<file path="config.mk">
export PLATFORM = sky130hd
export DESIGN_NAME = stall_flush_ctrl
export DESIGN_NICKNAME = d
export VERILOG_FILES = /design/src/rtl/stall_flush_ctrl.sv
export SDC_FILE = /design/constraint.sdc
export NUM_CORES = 1
export LEC_CHECK = 0
export ABC_AREA = 1
export CORE_UTILIZATION = 40
export CTS_BUF_LIST = sky130_fd_sc_hd__clkbuf_16
export DETAILED_ROUTE_END_ITERATION = 16
export PLACE_DENSITY_LB_ADDON = 0.05
export SYNTH_ARGS = -nofsm -noshare
export SYNTH_HDL_FRONTEND = slang
export SYNTH_SLANG_ARGS = --single-unit
</file>
<file path="constraint.sdc">
create_clock -name clk -period 2.7 [get_ports clk]
set_input_delay 0.81 -clock clk [delete_from_list [all_inputs] [get_ports clk]]
set_output_delay 0.81 -clock clk [all_outputs]
set_load 0.02 [all_outputs]
</file>
<file path="src/rtl/stall_flush_ctrl.sv">
// Pipeline stall/flush controller: Mealy control of pipeline enables and bubbles
// for load-use hazards, taken branches and slow data-memory accesses.
module stall_flush_ctrl #(
   parameter int TIMEOUT      = 255,
   parameter int FLUSH_CYCLES = 1
) (
   input  logic        clk,
   input  logic        rst_n,
   input  logic        nop_req,
   input  logic        br_taken,
   input  logic        dmem_req,
   input  logic        dmem_ack,
   output logic        pc_en,
   output logic        ifid_en,
   output logic        idex_en,
   output logic        exmem_en,
   output logic        ifid_flush,
   output logic        idex_flush,
   output logic        memwb_bubble,
   output logic        mem_err,
   output logic [15:0] stall_cnt,
   output logic [15:0] flush_cnt,
   output logic [1:0]  state
);

   localparam logic [1:0] ST_RUN      = 2'd0;
   localparam logic [1:0] ST_FLUSH    = 2'd1;
   localparam logic [1:0] ST_MEM_WAIT = 2'd2;

   localparam logic [7:0] TIMEOUT_C    = 8'(TIMEOUT);
   localparam logic [1:0] FLUSH_RELOAD = 2'(FLUSH_CYCLES - 1);
   localparam logic       FLUSH_MULTI  = (FLUSH_CYCLES > 1);

   // Control vector: {pc_en, ifid_en, idex_en, exmem_en, ifid_flush, idex_flush, memwb_bubble}
   localparam logic [6:0] CTRL_IDLE   = 7'b1111_000;
   localparam logic [6:0] CTRL_NOP    = 7'b0011_010;
   localparam logic [6:0] CTRL_BRANCH = 7'b1111_110;
   localparam logic [6:0] CTRL_FLUSH  = 7'b1111_100;
   localparam logic [6:0] CTRL_FREEZE = 7'b0000_001;
   localparam logic [6:0] CTRL_RESET  = 7'b0000_111;

   logic [1:0]  state_q, state_d;
   logic [7:0]  wait_q, wait_d;
   logic [1:0]  fctr_q, fctr_d;
   logic        mem_err_q, mem_err_d;
   logic [15:0] stall_cnt_q, stall_cnt_d;
   logic [15:0] flush_cnt_q, flush_cnt_d;

   logic        mem_stall_s;
   logic [6:0]  ctrl_s;
   logic        br_acc_s;
   logic [6:0]  res_ctrl_s;
   logic [1:0]  res_state_s;
   logic [1:0]  res_fctr_s;
   logic        res_br_s;

   assign mem_stall_s = dmem_req & ~dmem_ack;

   // Branch / load-use resolution used whenever no memory stall is in effect
   always_comb begin
      res_ctrl_s  = CTRL_IDLE;
      res_state_s = ST_RUN;
      res_fctr_s  = 2'd0;
      res_br_s    = 1'b0;
      if (br_taken) begin
         res_ctrl_s = CTRL_BRANCH;
         res_br_s   = 1'b1;
         if (FLUSH_MULTI) begin
            res_state_s = ST_FLUSH;
            res_fctr_s  = FLUSH_RELOAD;
         end else begin
            res_state_s = ST_RUN;
            res_fctr_s  = 2'd0;
         end
      end else if (nop_req) begin
         res_ctrl_s = CTRL_NOP;
      end else begin
         res_ctrl_s = CTRL_IDLE;
      end
   end

   // FSM next state and control outputs
   always_comb begin
      state_d   = state_q;
      wait_d    = wait_q;
      fctr_d    = fctr_q;
      mem_err_d = mem_err_q;
      ctrl_s    = CTRL_IDLE;
      br_acc_s  = 1'b0;
      case (state_q)
         ST_RUN: begin
            if (mem_stall_s) begin
               ctrl_s  = CTRL_FREEZE;
               wait_d  = 8'd1;
               state_d = ST_MEM_WAIT;
            end else begin
               ctrl_s   = res_ctrl_s;
               br_acc_s = res_br_s;
               state_d  = res_state_s;
               fctr_d   = res_fctr_s;
            end
         end
         ST_MEM_WAIT: begin
            if (!dmem_ack && (wait_q < TIMEOUT_C)) begin
               ctrl_s = CTRL_FREEZE;
               wait_d = wait_q + 8'd1;
            end else begin
               // A timed-out access is released as if it had been acknowledged
               if (!dmem_ack) begin
                  mem_err_d = 1'b1;
               end else begin
                  mem_err_d = mem_err_q;
               end
               ctrl_s   = res_ctrl_s;
               br_acc_s = res_br_s;
               state_d  = res_state_s;
               fctr_d   = res_fctr_s;
               wait_d   = 8'd0;
            end
         end
         ST_FLUSH: begin
            if (mem_stall_s) begin
               ctrl_s = CTRL_FREEZE;
            end else if (br_taken) begin
               ctrl_s   = res_ctrl_s;
               br_acc_s = res_br_s;
               state_d  = res_state_s;
               fctr_d   = res_fctr_s;
            end else begin
               ctrl_s = CTRL_FLUSH;
               if (fctr_q <= 2'd1) begin
                  fctr_d  = 2'd0;
                  state_d = ST_RUN;
               end else begin
                  fctr_d  = fctr_q - 2'd1;
                  state_d = ST_FLUSH;
               end
            end
         end
         default: begin
            ctrl_s  = CTRL_IDLE;
            state_d = ST_RUN;
            wait_d  = 8'd0;
            fctr_d  = 2'd0;
         end
      endcase
   end

   // Saturating performance counters
   always_comb begin
      stall_cnt_d = stall_cnt_q;
      flush_cnt_d = flush_cnt_q;
      if (!ctrl_s[6] && (stall_cnt_q != 16'hFFFF)) begin
         stall_cnt_d = stall_cnt_q + 16'd1;
      end else begin
         stall_cnt_d = stall_cnt_q;
      end
      if (br_acc_s && (flush_cnt_q != 16'hFFFF)) begin
         flush_cnt_d = flush_cnt_q + 16'd1;
      end else begin
         flush_cnt_d = flush_cnt_q;
      end
   end

   // State and counter registers
   always_ff @(posedge clk or negedge rst_n) begin
      if (!rst_n) begin
         state_q     <= ST_RUN;
         wait_q      <= 8'd0;
         fctr_q      <= 2'd0;
         mem_err_q   <= 1'b0;
         stall_cnt_q <= 16'd0;
         flush_cnt_q <= 16'd0;
      end else begin
         state_q     <= state_d;
         wait_q      <= wait_d;
         fctr_q      <= fctr_d;
         mem_err_q   <= mem_err_d;
         stall_cnt_q <= stall_cnt_d;
         flush_cnt_q <= flush_cnt_d;
      end
   end

   // Reset forces the safe control pattern regardless of the clock
   assign {pc_en, ifid_en, idex_en, exmem_en, ifid_flush, idex_flush, memwb_bubble} =
      rst_n ? ctrl_s : CTRL_RESET;

   assign mem_err   = mem_err_q;
   assign stall_cnt = stall_cnt_q;
   assign flush_cnt = flush_cnt_q;
   assign state     = state_q;

endmodule

</file>
Word-level counts from Yosys, hierarchy flattened
Cells that the tools add are included.
{ "classes": {"n_bitwise": 4, "n_addsub": 4, "n_lt_le_gt_ge": 2, "eq_ne": 8, "n_mux": 28, "reduce_logical": 10} }
{ "op_table": {"columns": ["cell", "n"], "rows": [
  ["$mux 7", 7],
  ["$add 16x1->16 const B", 2],
  ["$ne 16x16->1 const B", 2],
  ["$pmux 8 s3", 1],
  ["$pmux 7 s3", 1],
  ["$mux 8", 2],
  ["$mux 2", 7],
  ["$pmux 2 s3", 2],
  ["$add 8x1->8 const B", 1],
  ["$lt 8x8->1 const B", 1],
  ["$ne 2x2->1 const B", 4],
  ["$mux 1", 7],
  ["$reduce_and 3->1", 2],
  ["$reduce_and 2->1", 2],
  ["$logic_and 1x1->1", 3],
  ["$not 1->1", 3],
  ["$pmux 1 s3", 1],
  ["$eq 2x1->1 const B", 1],
  ["$eq 2x2->1 const B", 1],
  ["$le 2x1->1 const B", 1],
  ["$logic_not 1->1", 2],
  ["$logic_not 2->1", 1],
  ["$sub 2x1->2 const B", 1],
  ["$and 1x1->1", 1]
]} }
{ "totals": {"regBits": 45, "inputBits": 6} }

Depth between registers and ports, before layout
{ "depth": {"word_depth": 7, "ltp_mapped": 12, "mapped_depth_nobuf": 11} }

Worst setup path after synthesis
No wires, ideal clock.
{ "synth_path": {"path_type": "input-to-output", "startpoint": "input port dmem_ack", "endpoint": "output port pc_en", "arrival_time_ps": 2030, "path_slack_ps": -140, "cell_stages": 8, "cell_sequence": "inv_1 nand2_1 inv_1 nand2_1 nand2_1 clkbuf_1 a21oi_1 buf_4"} }
{ "synth_between": {"elab_chain_len": 5, "elab_cells_between_ends": 9, "cone_classes": "mux (5); bitwise (2); reduce/logical (2)"} }
{ "synth_rtl": {"columns": ["item", "line_no", "text"], "rows": [
  ["start: declaration", "12", "input logic dmem_ack,"],
  ["$not 1->1 (no source line) / $logic_not 1->1 (equally long branches)", null, null],
  ["$and 1x1->1 / $logic_and 1x1->1 (equally long branches)", "57, 104", null],
  ["$mux 7 (on tied branches)", "122, 104, 92", null],
  ["$pmux 7 s3 (*)", "90", "case (state_q)"],
  ["$mux 7 (*)", "186", "rst_n ? ctrl_s : CTRL_RESET;"],
  ["end: declaration", "13", "output logic pc_en,"]
]} }
Every way passes the cells marked *; elsewhere a longest branch is shown, timed or not.

Final worst setup path
{ "layout_path": {"startpoint": "input port br_taken", "endpoint": "output port pc_en"} }
{ "layout_between": {"elab_chain_len": 5, "elab_cells_between_ends": 7, "cone_classes": "mux (7)"} }
{ "layout_rtl": {"columns": ["item", "line_no", "text"], "rows": [
  ["start: declaration", "10", "input logic br_taken,"],
  ["$mux 7", "65", "if (br_taken) begin"],
  ["$mux 7", "124", "end else if (br_taken) begin"],
  ["$mux 7", "122", "if (mem_stall_s) begin"],
  ["$pmux 7 s3 (*)", "90", null],
  ["$mux 7 (*)", "186", null]
]} }
Marks and branches as above.

==> results.ini <==
[run_status]
status=completed

[power_and_ir_drop]
intPower_w=0.001384
p_sw_w=0.0007309
p_leak_nw=1.681
p_seq_share_pct=41.2
power_per_cell_area_mw_per_mm2=583.2
netSwitchingFraction_pct=34.56
ir_worst_vdd_uv=399.1
clockPowerShare_pct=29.3
combPwrFrac_pct=29.6

[routing]
first_pass_iters=4
drt_iter0_drc=171
via_count=2708
postRouteAntennaNets=0
wl_mm=6.981
drc=0
wl_per_cell_um=13.07
viasPerCell=5.071

[clock_network]
clkSinkCount=45
numCtsBuffers=5
cts_tree=built
clk_pin_slew_worst_paths_ns=0.07
htreeDepth=2
clockRootBuffer=clkbuf_16
cts.path.max_buffers=2
clock_latency_ns=0.29

[floorplan]
top_level_ports=48
die_height_um=85.30
die_x_um=85.30
dieArea_mm2=0.007275
rows=29
coreArea_mm2=0.006531
start_util_pct=42.49

[cells_and_area]
fin_cells=534
mostFrequentLayoutCell=nand2_1
areaGrowthSynthToFinish_pct=30.66
final_cell_mix=nand2_1 (134), dfrtp_1 (45), nor2_1 (40), clkdlybuf4s50_1 (37), nand3_1 (32)
fillers=625
antennaDiodeCount=0
drive_above_1_share_pct=14.22
nets=465
postLayoutCoreUtil_pct=55.52

[synthesis]
synth_nets=399
seq_area_frac_synth_pct=40.58
synth_seq_cells=45
synth_cells=390
synth_area_per_cell_um2=7.116
synth_cell_types=28
syn_area_mm2=0.002775
yosys_warnings=0

[sta]
rsz0062_at_grt=true
timing.final.crit_share_pct=97.00
report.final.hold_viol_count=0
worst_hold_slack_ns=0.4772
setup_viol=0
tightest_slew_ns=0.4829
fmax_mhz=381.8
timing.final.ws_setup_ns=0.08110
max_slew_margin_pct=67.73
slew_violations=0
clock_skew_ns=0.007625
layout_min_cycle_time_ns=2.619

[place]
dp_slack_ns=-0.6439
portBuffers=47
dp_cells=522
place_hpwl_mm=4.963
place.gp.congestion=0.8660

[worst_setup_path]
worstSetupEndpointType=primary output
crit_type=primary input to primary output
crit_cells=6
arrival_ns=1.81
cp.required_ns=1.89
slowest_stage=clkdlybuf4s50_1
crit_family=buffers and inverters
crit_chain=clkdlybuf4s50_1 > inv_2 > nand2_1 > nand2_2 > a21oi_2 > buf_4
worstPathMaxFanout=3
critPathLaunchType=primary input
worstRegToRegCells=9
slowest_delay_ns=0.49
path_buf_inv=3

[worst_hold_path]
holdPathStages=1
worstHoldPathType=register to register

[global_route]
antenna_found_initial=0
overflow=0
grt_pass1_wl_mm=12.20
grt_max_degree=37
grtUsageTotal_pct=21.14
grt_pass1_vias=2650

[job]
max_cap_violations=0

-- cell usage after synthesis --
cell	instances	area, µm²
a21oi_1	5	25.02
a21oi_4	1	16.27
a31oi_1	2	12.51
buf_1	1	3.750
buf_2	2	10.01
buf_4	4	30.03
buf_6	1	11.26
clkbuf_1	3	11.26
dfrtp_1	45	1126
ha_1	3	37.54
inv_1	35	131.4
nand2_1	142	533.0
nand2_4	1	11.26
nand3_1	32	160.2
nand3_2	2	20.02
nand3b_1	2	15.01
nand4_1	21	131.4
nor2_1	43	161.4
nor2_2	2	12.51
nor3_1	5	25.02
nor3_4	1	16.27
nor3b_1	3	22.52
o211ai_1	2	15.01
o21ai_0	10	50.05
o21bai_1	1	7.510
or2_2	2	12.51
xnor2_1	8	70.07
xor2_1	11	96.34
-- what timing repair did --
item,4_1_cts,5_1_grt
cloned,0,0
hold buffers,0,0
setup buffers,2,2
pin swaps,4,5
resized for setup,42,14
setup endpoints to repair,7,7
-- state kept, by name, indices dropped and copies added, names as in the netlist --
register / flops
flush_cnt: 16
stall_cnt: 16
wait_q: 8
fctr_q: 2
mem_err: 1
state: 2
-- power by group through the flow --
| stage | Combinational, W | Clock [W] | Sequential (W) |
|---|---|---|---|
| 2_1_floorplan | 0.000263 | 0 | 0.000947 |
| 3_3_place_gp | 0.000609 | 0 | 0.000880 |
| 3_5_place_dp | 0.000618 | 0 | 0.000880 |
| 4_1_cts | 0.000622 | 0.000641 | 0.000872 |
| 5_1_grt | 0.000685 | 0.000676 | 0.000887 |
| 6_report | 0.000625 | 0.000619 | 0.000871 |
-- kinds of logic (layout without fill, tap and decap cells) --
group / count (synthesis) / count (layout) / share of synthesized area (%)
AOI/OAI and AO/OA: 21 / 21 / 4.554
DFF: 45 / 45 / 40.58
buffers and inverters: 46 / 113 / 7.124
adders and majority gates: 3 / 3 / 1.353
xor gates and xnor gates: 19 / 19 / 5.996
and+or+nand+nor: 256 / 256 / 40.40
-- per-layer routing --
layer | global-route usage, % | wire length, µm | vias to the layer above | share of wire, %
li1 | - | - | 1392 | -
met1 | 27.87 | 3460 | 1248 | 50
met2 | 34.82 | 3133 | 56 | 45
met3 | 3.794 | 235 | 12 | 3.4
met4 | 7.879 | 152 | 0 | 2.2
met5 | 0 | 0 | - | 0
-- final timing paths --
| path | startpoint | end | slack (ns) |
|---|---|---|---|
| worst max-delay path | br_taken | pc_en | 0.08 |
| worst min-delay path | mem_err | mem_err | 0.48 |
| worst max register to register | flush_cnt[0] | flush_cnt[7] | 0.63 |
| worst min register to register | mem_err | mem_err | 0.48 |
| max in group asynchronous | rst_n | flush_cnt[11] | 1.61 |
| min in group asynchronous | rst_n | stall_cnt[7] | 0.50 |
-- cell type report --
cell class / count / area (µm²) / share of cell area (%)
clock inverter: 3 / 25.02 / 0.6901
sequential: 45 / 1126 / 31.06
tap: 77 / 96.34 / 2.657
timing repair buffer: 70 / 618.1 / 17.05
clock buffer: 5 / 125.1 / 3.451
inverter: 35 / 133.9 / 3.692
multi-input combinational: 299 / 1501 / 41.41
-- worst reg2reg max path, cell delays in order, from the launching register on --
cell and delay, ns:
dfrtp_1 0.42, ha_1 0.29, nand3_2 0.15, nor2_2 0.17, nand2_1 0.08, nor2_2 0.09, nand3_2 0.32, nand2_4 0.33
nand2_1 0.09, nand2_1 0.06
-- through the flow --
step / instance area [µm²] / power, W / setup TNS, ns
floorplan: 2779 / 0.001210 / 0
global placement: 3417 / 0.001489 / -4.155
detailed placement: 3417 / 0.001497 / -4.289
CTS: 3575 / 0.002135 / 0
global route: 3626 / 0.002248 / -0.0008358
finish: 3626 / 0.002115 / 0
(Power assumes the default switching activity.)
